===== config.mk =====
export PLATFORM = sky130hd
export DESIGN_NAME = fetch_stage
export DESIGN_NICKNAME = d
export VERILOG_FILES = /design/src/rtl/fetch_stage_pkg.sv /design/src/rtl/fetch_stage_if_id_reg.sv /design/src/rtl/fetch_stage.sv
export SDC_FILE = /design/constraint.sdc
export NUM_CORES = 1
export LEC_CHECK = 0
export CORE_MARGIN = 1
export CORE_UTILIZATION = 48
export DETAILED_ROUTE_END_ITERATION = 10
export GPL_TIMING_DRIVEN = 0
export PLACE_DENSITY = 0.72
export SETUP_SLACK_MARGIN = 0.3
export SLEW_MARGIN = 20
export SYNTH_ARGS = -nofsm -noshare
export SYNTH_HDL_FRONTEND = slang
export SYNTH_SLANG_ARGS = --single-unit

===== constraint.sdc =====
create_clock -name clk -period 10.1 [get_ports clk]
set_input_delay 2.02 -clock clk [delete_from_list [all_inputs] [get_ports clk]]
set_output_delay 2.02 -clock clk [all_outputs]
set_load 0.05 [all_outputs]

===== src/rtl/fetch_stage_pkg.sv =====
// Shared constants and state encoding for the IF stage and its IF/ID register.
package fetch_stage_pkg;

    localparam logic        RST_ENABLE    = 1'b0;
    localparam logic        BRANCH_ENABLE = 1'b1;
    localparam int unsigned INST_ADDR_W   = 32;
    localparam int unsigned INST_DATA_W   = 32;
    localparam logic [31:0] ZERO_WORD     = 32'h0000_0000;

    typedef enum logic [1:0] {
        IDLE     = 2'd0,
        REQ      = 2'd1,
        DRAIN    = 2'd2,
        WAIT_BUF = 2'd3
    } fetch_state_t;

endpackage


===== src/rtl/fetch_stage_if_id_reg.sv =====
// IF/ID pipeline register: flush beats stall; an unloaded, unstalled cycle inserts a bubble.
module if_id_reg
    import fetch_stage_pkg::*;
(
    input  logic                   clk,
    input  logic                   rst,
    input  logic                   stall,
    input  logic                   flush,
    input  logic                   load,
    input  logic [INST_ADDR_W-1:0] pc_plus4_in,
    input  logic [INST_DATA_W-1:0] inst_in,
    output logic [INST_ADDR_W-1:0] pc_plus4_ID,
    output logic [INST_DATA_W-1:0] inst_ID,
    output logic                   valid_ID
);

    always_ff @(posedge clk) begin
        if (rst == RST_ENABLE || flush) begin
            pc_plus4_ID <= ZERO_WORD;
            inst_ID     <= ZERO_WORD;
            valid_ID    <= 1'b0;
        end else if (!stall) begin
            if (load) begin
                pc_plus4_ID <= pc_plus4_in;
                inst_ID     <= inst_in;
                valid_ID    <= 1'b1;
            end else begin
                pc_plus4_ID <= ZERO_WORD;
                inst_ID     <= ZERO_WORD;
                valid_ID    <= 1'b0;
            end
        end
    end

endmodule


===== src/rtl/fetch_stage.sv =====
// IF stage: PC sequencing, request FSM and a one-entry skid buffer feeding the IF/ID register.
// Handshake: a transfer happens on a cycle with inst_req && inst_ready; inst_req/inst_addr hold until then.
module fetch_stage
    import fetch_stage_pkg::*;
#(
    parameter logic [31:0] RESET_PC = 32'h0000_0000
) (
    input  logic                   clk,
    input  logic                   rst,
    input  logic                   stall_IF_ID,
    input  logic [INST_ADDR_W-1:0] branch_address,
    input  logic                   is_branch,
    input  logic                   is_rst_IF_ID,
    output logic                   inst_req,
    output logic [INST_ADDR_W-1:0] inst_addr,
    input  logic                   inst_ready,
    input  logic [INST_DATA_W-1:0] inst_rdata,
    output logic [INST_ADDR_W-1:0] pc_plus4_ID,
    output logic [INST_DATA_W-1:0] inst_ID,
    output logic                   valid_ID,
    output fetch_state_t           state_dbg
);

    fetch_state_t           state, state_n;
    logic [INST_ADDR_W-1:0] req_addr, req_addr_n;
    logic [INST_ADDR_W-1:0] next_pc, next_pc_n;
    logic                   buf_valid, buf_valid_n;
    logic [INST_ADDR_W-1:0] buf_pc, buf_pc_n;
    logic [INST_DATA_W-1:0] buf_inst, buf_inst_n;

    logic                   xfer, branch_take, flush;
    logic                   buf_keep, xfer_keep, req_is_slot;
    logic [INST_ADDR_W-1:0] fetch_after;
    logic                   id_load;
    logic [INST_ADDR_W-1:0] id_pc4;
    logic [INST_DATA_W-1:0] id_inst;

    assign xfer        = inst_req && inst_ready;
    assign flush       = is_rst_IF_ID;
    assign branch_take = (is_branch == BRANCH_ENABLE) && !stall_IF_ID;
    assign req_is_slot = (req_addr == pc_plus4_ID);
    assign fetch_after = branch_take ? branch_address : next_pc;

    // Only the delay slot (address == pc_plus4_ID) survives a redirect; flush drops everything.
    assign buf_keep  = buf_valid && !flush && !(branch_take && buf_pc != pc_plus4_ID);
    assign xfer_keep = xfer && (state == REQ) && !flush && !(branch_take && !req_is_slot);

    always_comb begin
        id_load     = 1'b0;
        id_pc4      = buf_pc + 32'd4;
        id_inst     = buf_inst;
        buf_valid_n = buf_valid;
        buf_pc_n    = buf_pc;
        buf_inst_n  = buf_inst;
        if (flush) begin
            buf_valid_n = 1'b0;
        end else if (!stall_IF_ID) begin
            if (buf_keep) begin
                id_load     = 1'b1;
                buf_valid_n = xfer_keep;
                buf_pc_n    = req_addr;
                buf_inst_n  = inst_rdata;
            end else begin
                buf_valid_n = 1'b0;
                if (xfer_keep) begin
                    id_load = 1'b1;
                    id_pc4  = req_addr + 32'd4;
                    id_inst = inst_rdata;
                end
            end
        end else if (xfer_keep) begin
            buf_valid_n = 1'b1;
            buf_pc_n    = req_addr;
            buf_inst_n  = inst_rdata;
        end
    end

    always_comb begin
        state_n    = state;
        req_addr_n = req_addr;
        next_pc_n  = next_pc;
        inst_req   = 1'b0;
        case (state)
            IDLE, WAIT_BUF: begin
                if (branch_take) begin
                    req_addr_n = branch_address;
                    next_pc_n  = branch_address + 32'd4;
                end
                if (state == IDLE || !buf_valid_n) state_n = REQ;
            end
            REQ, DRAIN: begin
                inst_req = 1'b1;
                if (xfer) begin
                    req_addr_n = fetch_after;
                    next_pc_n  = fetch_after + 32'd4;
                    state_n    = buf_valid_n ? WAIT_BUF : REQ;
                end else begin
                    next_pc_n = fetch_after;
                    if (state == REQ && (flush || (branch_take && !req_is_slot)))
                        state_n = DRAIN;
                end
            end
            default: state_n = IDLE;
        endcase
    end

    always_ff @(posedge clk) begin
        if (rst == RST_ENABLE) begin
            state     <= IDLE;
            req_addr  <= RESET_PC;
            next_pc   <= RESET_PC + 32'd4;
            buf_valid <= 1'b0;
            buf_pc    <= ZERO_WORD;
            buf_inst  <= ZERO_WORD;
        end else begin
            state     <= state_n;
            req_addr  <= req_addr_n;
            next_pc   <= next_pc_n;
            buf_valid <= buf_valid_n;
            buf_pc    <= buf_pc_n;
            buf_inst  <= buf_inst_n;
        end
    end

    assign inst_addr = req_addr;
    assign state_dbg = state;

    if_id_reg u_if_id_reg (
        .clk         (clk),
        .rst         (rst),
        .stall       (stall_IF_ID),
        .flush       (flush),
        .load        (id_load),
        .pc_plus4_in (id_pc4),
        .inst_in     (id_inst),
        .pc_plus4_ID (pc_plus4_ID),
        .inst_ID     (inst_ID),
        .valid_ID    (valid_ID)
    );

    a_no_buf_overflow : assert property (@(posedge clk) disable iff (rst == RST_ENABLE)
        !(buf_valid && stall_IF_ID && xfer_keep));

endmodule

---- Yosys cells after proc, flatten, opt, wreduce, memory -nomap -nowiden ----
Index checks and enable logic that the tools add are counted.
cells by class
  add/subtract/negate cells ............... 4
  multipliers ............................. 0
  div/mod/pow operators ................... 0
  $lt $le $gt $ge ......................... 0
  equality and inequality tests ........... 10
  shift-type cells ........................ 0
  muxes and demuxes ....................... 35
  bitwise logic cells ..................... 2
  reductions and logical operators ........ 27
operators with widths
  kind                                                                     count
  32-bit 2-to-1 mux                                                        18
  32-bit by 3-bit adder with 32-bit output, second input constant          4
  32-bit one-hot mux with 2 select lines                                   2
  32-bit == test                                                           1
  32-bit inequality test                                                   1
  1-bit logical AND                                                        10
  1-bit 2-to-1 mux                                                         10
  2-bit 2-to-1 mux                                                         4
  1-bit zero test                                                          6
  2-bit inequality test, second input constant                             3
  2-bit AND reduction                                                      3
  2-bit == test, second input constant                                     2
  2-bit one-hot mux with 2 select lines                                    1
  2-bit OR reduction                                                       2
  1-bit logical OR                                                         3
  3-bit inequality test, second input constant                             1
  3-bit AND reduction                                                      1
  2-bit by 1-bit == test with 1-bit output, second input constant          1
  2-bit zero test                                                          1
  2-bit by 1-bit inequality test with 1-bit output, second input constant  1
  1-bit inverter                                                           2
  2-bit nonzero test                                                       1
word-level totals
  flip-flop bits (word level) ............. 196
  bits in latches ......................... 0
  bits in writable memories ............... 0
  memory bits (read-only) ................. 0
  bits of input ports ..................... 70
  output and inout bits ................... 100
  word-level logic and storage cells ...... 87
  memories ................................ 0

---- Depth between registers and ports, before layout ----
  word-level depth ........................ 14
  depth in mapped cells ................... 15
  gate-level depth less buffers ........... 10

---- Hierarchy ----
Synthesis repeated with hierarchy kept, for this count alone.
second synthesis, totals
  cells, all modules ...................... 1,528
  area total of the unflattened synthesis .. 12,086.6 sq um
modules (own cells, without submodules)
  module       instances  cells an instance  area each (sq um)  seq. area each (sq um)
  fetch_stage  1          1,240              9,529.1            2,622.5
  if_id_reg    1          288                2,557.5            1,301.2

---- Least setup slack after synthesis ----
OpenSTA, ideal clock, no wires.
  kind .................................... input-to-reg
  from .................................... in is_branch
  to ...................................... reg next_pc[26]
  setup time .............................. 0.079 ns
  arrival time ............................ 4.758 ns
  data required time ...................... 10.021 ns
  setup slack ............................. 5.263 ns
  stages on the path ...................... 14
  buffers on the path ..................... 4
  path through ............................ nor2b_1 > buf_2 > buf_1 > clkbuf_1 > nand2_1 > nand2_1 > ha_1 > and3_1 > clkbuf_1 > nand3_2 > nor4_4 > nand3_1 > xor2_1 > a211oi_2
on the way
  word-level cells in the longest chain between the ends .. 5
  elaborated cells on any way between the ends .. 6
  those cells by class .................... 1 x add/sub; 1 x eq/ne; 3 x mux; 1 x reduce/logical
ends and longest elaborated chain
  item                                      RTL line            text
  start, declared                           fetch_stage.sv:12   input logic is_branch,
  1-bit logical AND (*)                     fetch_stage.sv:40   assign branch_take = (is_branch == BRANCH_ENABLE) && !stall_IF_ID;
  32-bit 2-to-1 mux                         fetch_stage.sv:42   assign fetch_after = branch_take ? branch_address : next_pc;
  32-bit by 3-bit adder with 32-bit output  fetch_stage.sv:95   next_pc_n = fetch_after + 32'd4;
  32-bit 2-to-1 mux                         fetch_stage.sv:93   if (xfer) begin
  32-bit one-hot mux with 2 select lines    fetch_stage.sv:83   case (state)
  end signal, assigned                      fetch_stage.sv:111  next_pc <= RESET_PC + 32'd4;
  end signal, assigned                      fetch_stage.sv:118  next_pc <= next_pc_n;
  end, declared                             fetch_stage.sv:26   logic [INST_ADDR_W-1:0] next_pc, next_pc_n;
Mark *: on every way between the ends. The rest lies on a longest branch, timed or not.
A chain may end at the register's enable or synchronous reset.

---- Worst setup path in the final report ----
  from .................................... in stall_IF_ID
  to ...................................... reg next_pc[26]
on the way
  word-level cells in the longest chain between the ends .. 6
  elaborated cells on any way between the ends .. 7
  those cells by class .................... 1 x add/sub; 1 x eq/ne; 3 x mux; 2 x reduce/logical
ends and longest elaborated chain
  item                                      RTL line           text
  start, declared                           fetch_stage.sv:10  input logic stall_IF_ID,
  1-bit zero test (*)                       --
  1-bit logical AND (*)                     fetch_stage.sv:40
  32-bit 2-to-1 mux                         fetch_stage.sv:42
  32-bit by 3-bit adder with 32-bit output  fetch_stage.sv:95
  32-bit 2-to-1 mux                         fetch_stage.sv:93
  32-bit one-hot mux with 2 select lines    fetch_stage.sv:83
Marks and branches as above.

==> flow_summary.ini <==
[worst_setup_path]
critPathCaptureType = register
cp.arrival_ns = 6.48
worst-endpoint-required_ns = 10.47
worst-path-max-fanout = 10
crit_chain = clkdlybuf4s50_1, nor2b_1, buf_2, buf_1, clkbuf_1, nand2_1, nand2_1, ha_1, and3_1, clkbuf_1, nand3_2, nor4_4, nand3_1, xor2_1, a211oi_2
cp-start-kind = input pin
reg2reg_depth = 9
crit_type = input pin to register
cp.buffers_inverters = 5
r2r_start = inst_addr[23]
startpoint = stall_IF_ID
crit_family = buffers and inverters
max_stage_delay_ns = 0.65
cp_slowest_cell = clkbuf_1
path_depth = 15

[status]
status = completed

[min_path]
whs_path_depth = 2
min_path_type = register to register
hold_path.startpoint = buf_inst[29]

[route]
firstDrtPassIters = 6
drc = 0
via_per_inst = 5.98
drtIter0Drc = 1038
routed_wl_mm = 39.9
dr_total_vias = 11700
antenna_left = 0
routedWlPerCell_um = 20.3

[synth]
synth_area_leaders = dfxtp_1, nand2_1, mux2i_1
yosysUniqueCellTypes = 63
ys_async_sr_fraction_pct = 0
synth_area_um2 = 11600
yosysWarnings = 0
synth.top_cell.area_share_pct = 33.9
synth_cells = 1450
synth.most_common_cell = nand2_1
yosys.area.top_type = dfxtp_1
synth.yosys.seq_area_share_pct = 33.9
synth.ff_latch_count = 196
syn-num-nets = 1526
synth_edf_count = 0
synth_ff_type = dfxtp_1
synth_common_cells = nand2_1, dfxtp_1, mux2i_1, xor2_1, clkbuf_1
synth_area_per_cell_um2 = 7.98

[grt]
use_met1_pct = 43.2
use_met2_pct = 52.8
busiest_layer = met2
grt_pass1_wl_mm = 61.3
grtUsageMet3_pct = 5.01
grt_usage_pct = 32.5
first_global_vias = 10800
grt-ovfl-total = 0
grt_max_degree = 22
antenna_found_initial = 0

[clocking]
post_cts.repair.setup_buffers = 0
cts_resized = 0
htree_levels = 4
path_clk_slew_ns = 0.08
cts_tree = done
cts_root_buf = clkbuf_16
cts-buffers-inserted = 17
clock_latency_ns = 0.45
cts-hold-fix-buffers = 0
cts.path.max_buffers = 2
cts_sinks = 196

[die]
initial_utilization_pct = 49.1
core.rowCount = 56
fp.dieW_um = 157
core_um2 = 23500
boundaryPins = 170
die-area_um2 = 24700
die_y_um = 157

[run]
drv_cap = 0

[pwr]
power_density_nw_per_um2 = 143
pwr-share-seq_pct = 42.5
switching_share_pct = 34.5
finalPower_mw = 2.03
p_sw_uw = 700
power.internal_mw = 1.33
clkPwrFrac_pct = 36.0
combPwrFrac_pct = 21.5
ir_worst_vdd_mv = 0.0783
power_leakage_nw = 4.98

[timing]
slew_headroom_pct = 39.5
post-route-period-util_pct = 60.5
tightest_slew_ns = 0.901
period_needed_ns = 6.11
finClkSkew_ns = 0.0140
fmax_mhz = 164
setup_viol = 0
hold_viol = 0
slew_violations = 0
fin_setup_tns_ns = 0
rsz0062_at_grt = no

[cells_and_area]
n_antenna_cell = 0
design_area_um2 = 14200
area_growth_pct = 22.9
drive_above_1_share_pct = 4.69
fin_nets = 1705

[placed_design]
gp_congestion = 0.988
io_buffer_count = 160
dpl.hpwl_mm = 29.6
postPlaceCellArea_um2 = 13600
[flip-flops by register name, summed over array words and instances (netlist names)]
register and cells:
inst_addr 32, u_if_id_reg.inst_ID 32, next_pc 32, buf_inst 32, u_if_id_reg.pc_plus4_ID 32, state_dbg 2
buf_pc 32, u_if_id_reg.valid_ID 1, buf_valid 1
[worst register-to-register path: stages, from the launching register on]
cell and delay [ns]:
dfxtp_1 0.39, clkbuf_1 0.43, xnor2_1 0.20, nand4_1 0.18, nor4_1 0.31, a21oi_1 0.19
a311oi_2 0.57, nand2_1 0.32, clkbuf_1 0.40, o221ai_1 0.27
[path summary, 6_finish.rpt]
path | endpoint | slack, ns
setup / recovery | next_pc[26] | 3.99
hold / removal | buf_inst[29] | 0.46
setup reg to reg | u_if_id_reg.pc_plus4_ID[10] | 6.75
hold reg to reg | buf_inst[29] | 0.46
[cell type report]
cell class | instances | area, um2
clock buffer | 17 | 425
multi-input combinational | 1083 | 6920
inverter | 49 | 184
sequential | 196 | 3920
timing repair buffer | 160 | 1600
tap | 319 | 399
buffer | 122 | 546
fill | 2161 | 9330
clock inverter | 15 | 215
[logic make-up after synthesis]
family,count (synthesis),share of synthesized area (%)
flip-flops,196,33.9
AO/OA/AOI/OAI,255,15.4
multiplexers,101,8.84
adder cells (fa/ha/maj),6,0.649
buffers and inverters,171,6.30
AND/OR/NAND/NOR,546,21.7
XOR/XNOR,175,13.2
[stage by stage]
step                      instances  worst slack [ns]  hold WS, ns  util, %
after floorplan                1450              5.26        0.435        -
after global placement         1929              3.67        0.442     57.6
after detailed placement       1929              3.65        0.448     57.7
after CTS                      1961              4.08        0.462     60.4
after global routing           1961              3.83        0.480     60.4
final                          1961              3.99        0.459     60.4
[power groups by stage]
stage	Clock [mW]	Sequential (mW)	Combinational, mW
3_5_place_dp	0	0.877	0.430
2_1_floorplan	0	0.928	0.214
4_1_cts	0.734	0.859	0.432
5_1_grt	0.766	0.865	0.465
3_3_place_gp	0	0.876	0.425
6_report	0.730	0.862	0.437
[cells in the final DEF (no fill, tap or decap), types with 17 or more instances in the layout]
| master | Yosys | routed |
|---|---|---|
| a221oi_1 | 33 | 33 |
| and3_1 | 18 | 18 |
| clkbuf_1 | 92 | 92 |
| nor3_1 | 20 | 20 |
| xor2_1 | 93 | 93 |
| nor2_1 | 89 | 89 |
| inv_1 | 49 | 49 |
| a311oi_1 | 32 | 32 |
| clkbuf_16 | 0 | 17 |
| mux2i_1 | 94 | 94 |
| nand3_1 | 79 | 79 |
| clkdlybuf4s50_1 | 0 | 160 |
| nand2_1 | 254 | 254 |
| xnor2_1 | 82 | 82 |
| a21oi_1 | 55 | 55 |
| dfxtp_1 | 196 | 196 |
| nand4_1 | 34 | 34 |
| o21ai_0 | 50 | 50 |
[routing by layer]
layer	routed length, um	up-vias
li1	-	5451
met1	16800	5601
met2	18400	589
met3	3210	95
met4	1390	0
met5	0	-
No activity file was read; power rests on OpenSTA's default activity.
